==> src/rtl/vram_arb_pkg.sv <==
// Shared types and constants for the VRAM arbiter: owner tags, default widths
// and the video fetch region bases.
package vram_arb_pkg;

   localparam int DEF_ADR_W = 16;
   localparam int DEF_DAT_W = 8;

   typedef enum logic [1:0] {
      OWN_NONE = 2'd0,
      OWN_VID  = 2'd1,
      OWN_CPU  = 2'd2
   } own_e;

   localparam logic [15:0] CHARCELL_BASE = 16'h8000;
   localparam logic [15:0] GLYPH_BASE    = 16'h7000;

endpackage

==> src/rtl/vram_arb_retpipe.sv <==
// Return path of the VRAM arbiter: two-stage owner tag pipe that steers the
// synchronous RAM read data to the video or CPU side and generates the acks.
module vram_arb_retpipe
   import vram_arb_pkg::*;
#(
   parameter int DAT_W = DEF_DAT_W
) (
   input  logic             i_clk,
   input  logic             i_reset,
   input  own_e             i_own,
   input  logic             i_cpu_rd,
   input  logic [DAT_W-1:0] i_ram_rdat,
   output logic [DAT_W-1:0] o_vid_dat,
   output logic             o_vid_ack,
   output logic [DAT_W-1:0] o_cpu_rdat,
   output logic             o_cpu_ack
);

   own_e             r_own_p1, r_own_p2;
   logic             r_rd_p1, r_rd_p2;
   logic             r_vid_ack, r_cpu_ack;
   logic [DAT_W-1:0] r_vid_dat, r_cpu_rdat;

   always_ff @(posedge i_clk or posedge i_reset) begin
      if (i_reset) begin
         r_own_p1   <= OWN_NONE;
         r_own_p2   <= OWN_NONE;
         r_rd_p1    <= 1'b0;
         r_rd_p2    <= 1'b0;
         r_vid_ack  <= 1'b0;
         r_cpu_ack  <= 1'b0;
         r_vid_dat  <= '0;
         r_cpu_rdat <= '0;
      end else begin
         // p1: access on the RAM bus; p2: RAM read data valid
         r_own_p1  <= i_own;
         r_rd_p1   <= i_cpu_rd;
         r_own_p2  <= r_own_p1;
         r_rd_p2   <= r_rd_p1;
         r_vid_ack <= (r_own_p2 == OWN_VID);
         r_cpu_ack <= (r_own_p2 == OWN_CPU);
         if (r_own_p2 == OWN_VID)
            r_vid_dat <= i_ram_rdat;
         // a CPU write completes with an ack but leaves the read data untouched
         if ((r_own_p2 == OWN_CPU) && r_rd_p2)
            r_cpu_rdat <= i_ram_rdat;
      end
   end

   assign o_vid_dat  = r_vid_dat;
   assign o_vid_ack  = r_vid_ack;
   assign o_cpu_rdat = r_cpu_rdat;
   assign o_cpu_ack  = r_cpu_ack;

endmodule

==> src/rtl/vram_arbiter.sv <==
// Single-port VRAM arbiter: video fetches have priority, the CPU is granted after
// at most CPU_MAX_WAIT lost edges. Define VRAM_ARB_STATS_EN for grant/stall statistics.
module vram_arbiter
   import vram_arb_pkg::*;
#(
   parameter int ADR_W        = DEF_ADR_W,
   parameter int DAT_W        = DEF_DAT_W,
   parameter int CPU_MAX_WAIT = 8
) (
   input  logic             i_clk,
   input  logic             i_reset,
   input  logic             i_vid_req,
   input  logic [ADR_W-1:0] i_vid_adr,
   output logic [DAT_W-1:0] o_vid_dat,
   output logic             o_vid_ack,
   output logic             o_vid_overrun,
   input  logic             i_cpu_req,
   input  logic             i_cpu_we,
   input  logic [ADR_W-1:0] i_cpu_adr,
   input  logic [DAT_W-1:0] i_cpu_wdat,
   output logic [DAT_W-1:0] o_cpu_rdat,
   output logic             o_cpu_ack,
   input  logic [DAT_W-1:0] i_ram_rdat,
`ifdef VRAM_ARB_STATS_EN
   output logic [31:0]      o_stat_vid_cnt,
   output logic [31:0]      o_stat_cpu_cnt,
   output logic [7:0]       o_stat_stall_max,
`endif
   output logic             o_ram_en,
   output logic             o_ram_we,
   output logic [ADR_W-1:0] o_ram_adr,
   output logic [DAT_W-1:0] o_ram_wdat
);

   localparam logic [7:0] MAX_WAIT = 8'(CPU_MAX_WAIT);

   function automatic logic [7:0] sat_inc(input logic [7:0] v);
      return (v == MAX_WAIT) ? v : v + 8'd1;
   endfunction

   logic             r_vpend_vld, r_vid_overrun, r_cpu_busy;
   logic [ADR_W-1:0] r_vpend_adr;
   logic [7:0]       r_wait_cnt;
   logic             r_ram_en, r_ram_we;
   logic [ADR_W-1:0] r_ram_adr;
   logic [DAT_W-1:0] r_ram_wdat;

   logic             w_v, w_c, w_starve, w_gnt_cpu, w_gnt_vid;
   logic             w_vpend_iss, w_skid, w_vpend_room, w_cpu_ack;
   logic [ADR_W-1:0] w_vid_adr;
   own_e             w_own;

   assign w_v          = i_vid_req | r_vpend_vld;
   assign w_c          = i_cpu_req & ~r_cpu_busy;
   assign w_starve     = (r_wait_cnt == MAX_WAIT);
   assign w_gnt_cpu    = w_c & (w_starve | ~w_v);
   assign w_gnt_vid    = ~w_gnt_cpu & w_v;
   assign w_vpend_iss  = w_gnt_vid & r_vpend_vld;
   assign w_vid_adr    = r_vpend_vld ? r_vpend_adr : i_vid_adr;
   // a new fetch not issued directly must go through the skid slot
   assign w_skid       = i_vid_req & (w_gnt_cpu | r_vpend_vld);
   assign w_vpend_room = ~r_vpend_vld | w_vpend_iss;

   always_comb begin
      w_own = OWN_NONE;
      if (w_gnt_cpu)
         w_own = OWN_CPU;
      else if (w_gnt_vid)
         w_own = OWN_VID;
   end

   always_ff @(posedge i_clk or posedge i_reset) begin
      if (i_reset) begin
         r_vpend_vld   <= 1'b0;
         r_vpend_adr   <= '0;
         r_vid_overrun <= 1'b0;
         r_wait_cnt    <= 8'd0;
         r_cpu_busy    <= 1'b0;
         r_ram_en      <= 1'b0;
         r_ram_we      <= 1'b0;
         r_ram_adr     <= '0;
         r_ram_wdat    <= '0;
      end else begin
         if (w_skid && w_vpend_room) begin
            r_vpend_vld <= 1'b1;
            r_vpend_adr <= i_vid_adr;
         end else if (w_vpend_iss) begin
            r_vpend_vld <= 1'b0;
         end
         if (w_skid && !w_vpend_room)
            r_vid_overrun <= 1'b1;

         if (!i_cpu_req || w_gnt_cpu)
            r_wait_cnt <= 8'd0;
         else if (w_c)
            r_wait_cnt <= sat_inc(r_wait_cnt);

         // busy drops one edge after the ack so a held cpu_req is not re-granted
         if (w_gnt_cpu)
            r_cpu_busy <= 1'b1;
         else if (w_cpu_ack)
            r_cpu_busy <= 1'b0;

         // p0: grant registered onto the RAM bus
         r_ram_en <= w_gnt_cpu | w_gnt_vid;
         r_ram_we <= w_gnt_cpu & i_cpu_we;
         if (w_gnt_cpu) begin
            r_ram_adr  <= i_cpu_adr;
            r_ram_wdat <= i_cpu_wdat;
         end else if (w_gnt_vid) begin
            r_ram_adr  <= w_vid_adr;
         end
      end
   end

   vram_arb_retpipe #(.DAT_W(DAT_W)) u_retpipe (
      .i_clk      (i_clk),
      .i_reset    (i_reset),
      .i_own      (w_own),
      .i_cpu_rd   (w_gnt_cpu & ~i_cpu_we),
      .i_ram_rdat (i_ram_rdat),
      .o_vid_dat  (o_vid_dat),
      .o_vid_ack  (o_vid_ack),
      .o_cpu_rdat (o_cpu_rdat),
      .o_cpu_ack  (w_cpu_ack)
   );

`ifdef VRAM_ARB_STATS_EN
   logic [31:0] r_stat_vid_cnt, r_stat_cpu_cnt;
   logic [7:0]  r_stat_stall_max;

   always_ff @(posedge i_clk or posedge i_reset) begin
      if (i_reset) begin
         r_stat_vid_cnt   <= 32'd0;
         r_stat_cpu_cnt   <= 32'd0;
         r_stat_stall_max <= 8'd0;
      end else begin
         r_stat_vid_cnt <= r_stat_vid_cnt + {31'd0, w_gnt_vid};
         r_stat_cpu_cnt <= r_stat_cpu_cnt + {31'd0, w_gnt_cpu};
         if (r_wait_cnt > r_stat_stall_max)
            r_stat_stall_max <= r_wait_cnt;
      end
   end

   assign o_stat_vid_cnt   = r_stat_vid_cnt;
   assign o_stat_cpu_cnt   = r_stat_cpu_cnt;
   assign o_stat_stall_max = r_stat_stall_max;
`endif

   assign o_cpu_ack     = w_cpu_ack;
   assign o_vid_overrun = r_vid_overrun;
   assign o_ram_en      = r_ram_en;
   assign o_ram_we      = r_ram_we;
   assign o_ram_adr     = r_ram_adr;
   assign o_ram_wdat    = r_ram_wdat;

endmodule

==> config.mk <==
export PLATFORM = sky130hd
export DESIGN_NAME = vram_arbiter
export DESIGN_NICKNAME = d
export VERILOG_FILES = /design/src/rtl/vram_arb_pkg.sv /design/src/rtl/vram_arb_retpipe.sv /design/src/rtl/vram_arbiter.sv
export SDC_FILE = /design/constraint.sdc
export NUM_CORES = 1
export LEC_CHECK = 0
export BUFFER_PORTS_ARGS = -buffer_cell sky130_fd_sc_hd__clkbuf_2
export CAP_MARGIN = 30
export CORE_MARGIN = 2
export CORE_UTILIZATION = 25
export CTS_CLUSTER_SIZE = 16
export DETAILED_ROUTE_END_ITERATION = 6
export RECOVER_POWER = 50
export SYNTH_ARGS = -nofsm -noshare
export SYNTH_HDL_FRONTEND = slang
export SYNTH_SLANG_ARGS = --single-unit
==> constraint.sdc <==
create_clock -name i_clk -period 2.9 [get_ports i_clk]
set_clock_uncertainty 0.05 [all_clocks]
set_input_delay 0.58 -clock i_clk [delete_from_list [all_inputs] [get_ports i_clk]]
set_output_delay 0.58 -clock i_clk [all_outputs]
set_load 0.05 [all_outputs]
==> report_table.html <==
<table>
<tr><th>Metric</th><th>Value</th></tr>
<tr><th colspan="2">GRT</th></tr>
<tr><td>GRT Overall Usage</td><td>0.1135</td></tr>
<tr><td>Met3 GRT Util</td><td>0.04023</td></tr>
<tr><td>Grt peak-use layer</td><td>met2</td></tr>
<tr><td>Met1 track demand over resource in global routing</td><td>0.1353</td></tr>
<tr><td>Vias in the first global route</td><td>approximately 2500</td></tr>
<tr><td>Pin count of the biggest net entering global routing</td><td>46</td></tr>
<tr><td>First-pass GRT wire length</td><td>roughly 12 mm</td></tr>
<tr><td>Met2 track demand over resource in global routing</td><td>0.1875</td></tr>
<tr><td>GR Overflow Total</td><td>0</td></tr>
<tr><td>Number of antenna violations at the first check in global routing</td><td>0</td></tr>
<tr><th colspan="2">Route</th></tr>
<tr><td>DR WL/cell</td><td>between 10 and 15 µm</td></tr>
<tr><td>Antenna-violating nets left</td><td>0</td></tr>
<tr><td>Count of unresolved DRC violations after routing</td><td>0</td></tr>
<tr><td>Count of vias placed by the detailed router</td><td>2224</td></tr>
<tr><td>Number of DRC violations after detailed-routing iteration 0</td><td>slightly above 70</td></tr>
<tr><td>Via density</td><td>around 4.3</td></tr>
<tr><td>Post-Route WL</td><td>7.372 mm</td></tr>
<tr><td>First-pass DRT Iterations</td><td>4</td></tr>
<tr><th colspan="2">Critical path</th></tr>
<tr><td>R2R depth</td><td>7</td></tr>
<tr><td>Cell count along the critical path</td><td>7</td></tr>
<tr><td>WP buf/inv</td><td>2</td></tr>
<tr><td>Delay-heaviest family, CP</td><td>simple AND/OR/NAND/NOR gates</td></tr>
<tr><td>Critical Path Source</td><td>r_wait_cnt[0]</td></tr>
<tr><td>Capture point of the worst reg-to-reg path</td><td>o_ram_wdat[1]</td></tr>
<tr><td>Endpoint type of the worst setup path</td><td>flip-flop</td></tr>
<tr><td>Critical path type</td><td>reg -&gt; reg</td></tr>
<tr><td>Reg2Reg Launch Point</td><td>r_wait_cnt[0]</td></tr>
<tr><td>Delay of the slowest critical-path stage</td><td>around 0.42 ns</td></tr>
<tr><td>Max stage delay cell, worst path</td><td>sky130_fd_sc_hd__dfrtp_1</td></tr>
<tr><td>Critical path endpoint</td><td>o_ram_wdat[1]</td></tr>
<tr><td>Register-to-register path setup slack</td><td>approximately 0.58 ns</td></tr>
<tr><td>Startpoint kind of the worst setup timing path</td><td>flip-flop</td></tr>
<tr><td>Arrival time at the worst endpoint</td><td>2.49 ns</td></tr>
<tr><td>Required time of the worst setup path</td><td>3.07 ns</td></tr>
<tr><td>Critical-path cell list</td><td>inv_1 &gt; ha_1 &gt; and4bb_4 &gt; a21oi_1 &gt; nand2b_4 &gt; inv_4 &gt; mux2_4</td></tr>
<tr><td>Top fanout value on the critical path</td><td>19</td></tr>
<tr><th colspan="2">Timing</th></tr>
<tr><td>Max-slew violations</td><td>45</td></tr>
<tr><td>Hold Fails Final Rpt</td><td>0</td></tr>
<tr><td>Worst-case setup margin in the final layout</td><td>0.5799 ns</td></tr>
<tr><td>Final-layout worst hold slack</td><td>0.2989 ns</td></tr>
<tr><td>Worst slew slack as a fraction of its limit</td><td>-0.3650</td></tr>
<tr><td>Achievable Freq</td><td>between 400 and 500 MHz</td></tr>
<tr><td>Post-route fraction of the period consumed by the critical path</td><td>0.8000</td></tr>
<tr><td>Time the final worst path needs with I/O delays and setup</td><td>2.320 ns</td></tr>
<tr><td>Final setup viols</td><td>0</td></tr>
<tr><td>Unrepaired setup endpoints after global routing</td><td>false</td></tr>
<tr><td>Final sum of negative setup slack</td><td>0 ns</td></tr>
<tr><td>Transition time of the tightest slew-check pin</td><td>2.036 ns</td></tr>
<tr><th colspan="2">Floorplanning</th></tr>
<tr><td>Total core area</td><td>13090 µm²</td></tr>
<tr><td>Initial cell density of the core</td><td>0.2540</td></tr>
<tr><td>Number of top-level pins</td><td>98</td></tr>
<tr><td>Die height</td><td>about 120 µm</td></tr>
<tr><td>Die Footprint</td><td>14230 µm²</td></tr>
<tr><td>Overall die width</td><td>roughly 120 µm</td></tr>
<tr><td>Number of placement rows</td><td>42</td></tr>
<tr><th colspan="2">Synthesis</th></tr>
<tr><td>Synth Register Bits</td><td>77</td></tr>
<tr><td>Top-area cell type share of the netlist area</td><td>0.5798</td></tr>
<tr><td>Library cells used by synthesis</td><td>34</td></tr>
<tr><td>Net Count, Synth</td><td>287</td></tr>
<tr><td>Number of enable flip-flop cells after synthesis</td><td>0</td></tr>
<tr><td>Warnings, synthesis</td><td>0</td></tr>
<tr><td>Commonest register cell after synthesis</td><td>sky130_fd_sc_hd__dfrtp_1</td></tr>
<tr><td>Instance count of the mapped netlist</td><td>232</td></tr>
<tr><td>Sequential fraction of the synthesis area</td><td>0.5798</td></tr>
<tr><td>Area contributors post-synth</td><td>sky130_fd_sc_hd__dfrtp_1, sky130_fd_sc_hd__mux2_2, sky130_fd_sc_hd__mux2_4</td></tr>
<tr><td>Cell taking the most area after synthesis</td><td>sky130_fd_sc_hd__dfrtp_1</td></tr>
<tr><td>Syn Std Cell Area</td><td>roughly 3300 µm²</td></tr>
<tr><td>Mean post-synth cell area</td><td>14.32 µm²</td></tr>
<tr><td>Async set or reset register ratio after synthesis</td><td>1.000</td></tr>
<tr><th colspan="2">Job</th></tr>
<tr><td>Max-cap check violation count</td><td>1</td></tr>
<tr><th colspan="2">Clocking</th></tr>
<tr><td>Clk root buf</td><td>sky130_fd_sc_hd__clkbuf_16</td></tr>
<tr><td>Total clock buffers created by CTS</td><td>9</td></tr>
<tr><td>Hold-fix buffer count after cts</td><td>0</td></tr>
<tr><td>Clock sinks</td><td>77</td></tr>
<tr><td>CTS tree</td><td>done</td></tr>
<tr><td>CTS clk-pin slew, worst paths</td><td>0.06 ns</td></tr>
<tr><td>Number of instances resized during post-cts repair</td><td>0</td></tr>
<tr><td>Clock latency at the later pin of the worst-skew pair</td><td>around 0.33 ns</td></tr>
<tr><td>Clock Path Buffers</td><td>2</td></tr>
<tr><td>Setup Fix Bufs, Post-CTS</td><td>0</td></tr>
<tr><td>Number of H-tree levels</td><td>3</td></tr>
<tr><th colspan="2">Layout</th></tr>
<tr><td>Total inserted antenna cells</td><td>0</td></tr>
<tr><td>Commonest cells after routing, fill and taps aside</td><td>sky130_fd_sc_hd__clkbuf_2, sky130_fd_sc_hd__dfrtp_1, sky130_fd_sc_hd__mux2_2, sky130_fd_sc_hd__nand2_1</td></tr>
<tr><td>Most common library cell in the layout ignoring fill and taps</td><td>sky130_fd_sc_hd__clkbuf_2</td></tr>
<tr><td>Layout area overhead</td><td>28.50%</td></tr>
<tr><td>Fraction of layout instances using a drive strength above 1</td><td>0.5103</td></tr>
<tr><td># nets final</td><td>around 400</td></tr>
<tr><td>Post-route design area</td><td>4270 µm²</td></tr>
<tr><td>Layout filler cell count</td><td>1320</td></tr>
<tr><th colspan="2">Placement</th></tr>
<tr><td>Cell area after placement</td><td>about 4000 µm²</td></tr>
<tr><td>Final weighted congestion in routability-driven placement</td><td>~0.83</td></tr>
<tr><td>Number of port buffers</td><td>97</td></tr>
<tr><td>Pre-CTS WS</td><td>0.4962 ns</td></tr>
<tr><td>HPWL after detailed placement</td><td>5.183 mm</td></tr>
<tr><th colspan="2">Status</th></tr>
<tr><td>Run status</td><td>finished with violations</td></tr>
<tr><td>Failing checks</td><td>max-capacitance violations, max-slew violations</td></tr>
<tr><th colspan="2">Pwr</th></tr>
<tr><td>Power density over the cells</td><td>962.3 nW/µm²</td></tr>
<tr><td>Max VDD drop</td><td>between 0.5 and 0.6 mV</td></tr>
<tr><td>Leakage power total</td><td>0.001993 µW</td></tr>
<tr><th colspan="2">Min path</th></tr>
<tr><td>Worst min path class</td><td>reg -&gt; reg</td></tr>
</table>
-- power breakdown --
group | total (µW) | internal (µW) | switching [µW]
combinational | 1410 | 487 | 920
clock | 1140 | 714 | 428
sequential | 1560 | 1380 | 184
total | 4110 | 2580 | 1530
-- worst reg2reg max path, stage by stage (launching register included) --
cell and delay, ns:
sky130_fd_sc_hd__dfrtp_1 0.42, sky130_fd_sc_hd__inv_1 0.09, sky130_fd_sc_hd__ha_1 0.20, sky130_fd_sc_hd__and4bb_4 0.22, sky130_fd_sc_hd__a21oi_1 0.35, sky130_fd_sc_hd__nand2b_4 0.39, sky130_fd_sc_hd__inv_4 0.16, sky130_fd_sc_hd__mux2_4 0.33
-- cell type report --
class	instances	area [µm²]	area share
sequential	77	1927	0.4512
multi-input combinational	140	1285	0.3009
timing repair buffer	100	508.0	0.1190
clock buffer	13	260.3	0.06094
tap	176	220.2	0.05157
clock inverter	3	43.79	0.01025
inverter	6	26.28	0.006153
-- through the flow --
stage | power (µW) | util | instances
after floorplan | 2660 | - | 232
after global placement | 2965 | 0.3049 | 499
after detailed placement | 3003 | 0.3049 | 499
after CTS | 4168 | 0.3282 | 515
after global routing | 4322 | 0.3264 | 515
final | 4109 | 0.3264 | 515
-- flip-flops by register name, summed over array words and instances (netlist names) --
register              count
o_ram_wdat                8
o_ram_we                  1
o_ram_adr                16
r_vpend_adr              16
u_retpipe.o_cpu_ack       1
u_retpipe.o_vid_ack       1
r_vpend_vld               1
u_retpipe.o_cpu_rdat      8
u_retpipe.r_own_p1        2
u_retpipe.r_own_p2        2
o_vid_overrun             1
u_retpipe.r_rd_p1         1
r_cpu_busy                1
o_ram_en                  1
u_retpipe.o_vid_dat       8
r_wait_cnt                8
u_retpipe.r_rd_p2         1
-- how the worst min path moves through the flow --
| stage | cells past startpoint | start | to |
|---|---|---|---|
| detailed placement | 0 | u_retpipe.r_own_p1[1] | u_retpipe.r_own_p2[1] |
| global placement | 0 | u_retpipe.r_own_p1[0] | u_retpipe.r_own_p2[0] |
| global route | 0 | u_retpipe.r_own_p1[1] | u_retpipe.r_own_p2[1] |
| floorplan | 0 | u_retpipe.r_own_p1[0] | u_retpipe.r_own_p2[0] |
| CTS | 0 | u_retpipe.r_own_p1[1] | u_retpipe.r_own_p2[1] |
| finish | 0 | u_retpipe.r_own_p1[1] | u_retpipe.r_own_p2[1] |
-- cells by family (layout without fill, tap and decap cells) --
kind of cell,count (synthesis),after routing,synth area share
simple gates,48,48,0.07643
mux,57,57,0.2052
buf+inv,15,122,0.03012
compound gates,27,27,0.08434
fa+ha+maj,3,3,0.01092
xor+xnor,5,5,0.01318
flops,77,77,0.5798
-- synthesized netlist by cell type (2+ instances only) --
master,number
sky130_fd_sc_hd__nand4_1,2
sky130_fd_sc_hd__mux2i_1,16
sky130_fd_sc_hd__mux2_2,25
sky130_fd_sc_hd__mux2_4,16
sky130_fd_sc_hd__o21ai_0,2
sky130_fd_sc_hd__o221a_2,16
sky130_fd_sc_hd__inv_1,5
sky130_fd_sc_hd__a21boi_0,3
sky130_fd_sc_hd__buf_6,3
sky130_fd_sc_hd__dfrtp_1,77
sky130_fd_sc_hd__nand3_1,5
sky130_fd_sc_hd__clkbuf_1,3
sky130_fd_sc_hd__and3_1,2
sky130_fd_sc_hd__nor2_1,8
sky130_fd_sc_hd__ha_1,2
sky130_fd_sc_hd__xor2_1,5
sky130_fd_sc_hd__nor2b_1,3
sky130_fd_sc_hd__and2_1,2
sky130_fd_sc_hd__nand2_1,21
sky130_fd_sc_hd__buf_2,2
-- routing by layer --
metal | up-vias | part of all wire | wire [µm]
met5 | - | 0 | 0
met4 | 0 | 0.011 | 81
met3 | 8 | 0.054 | 397
met2 | 62 | 0.51 | 3726
met1 | 1114 | 0.43 | 3165
li1 | 1040 | - | -
Note: power is estimated with default switching activity, not from simulation.
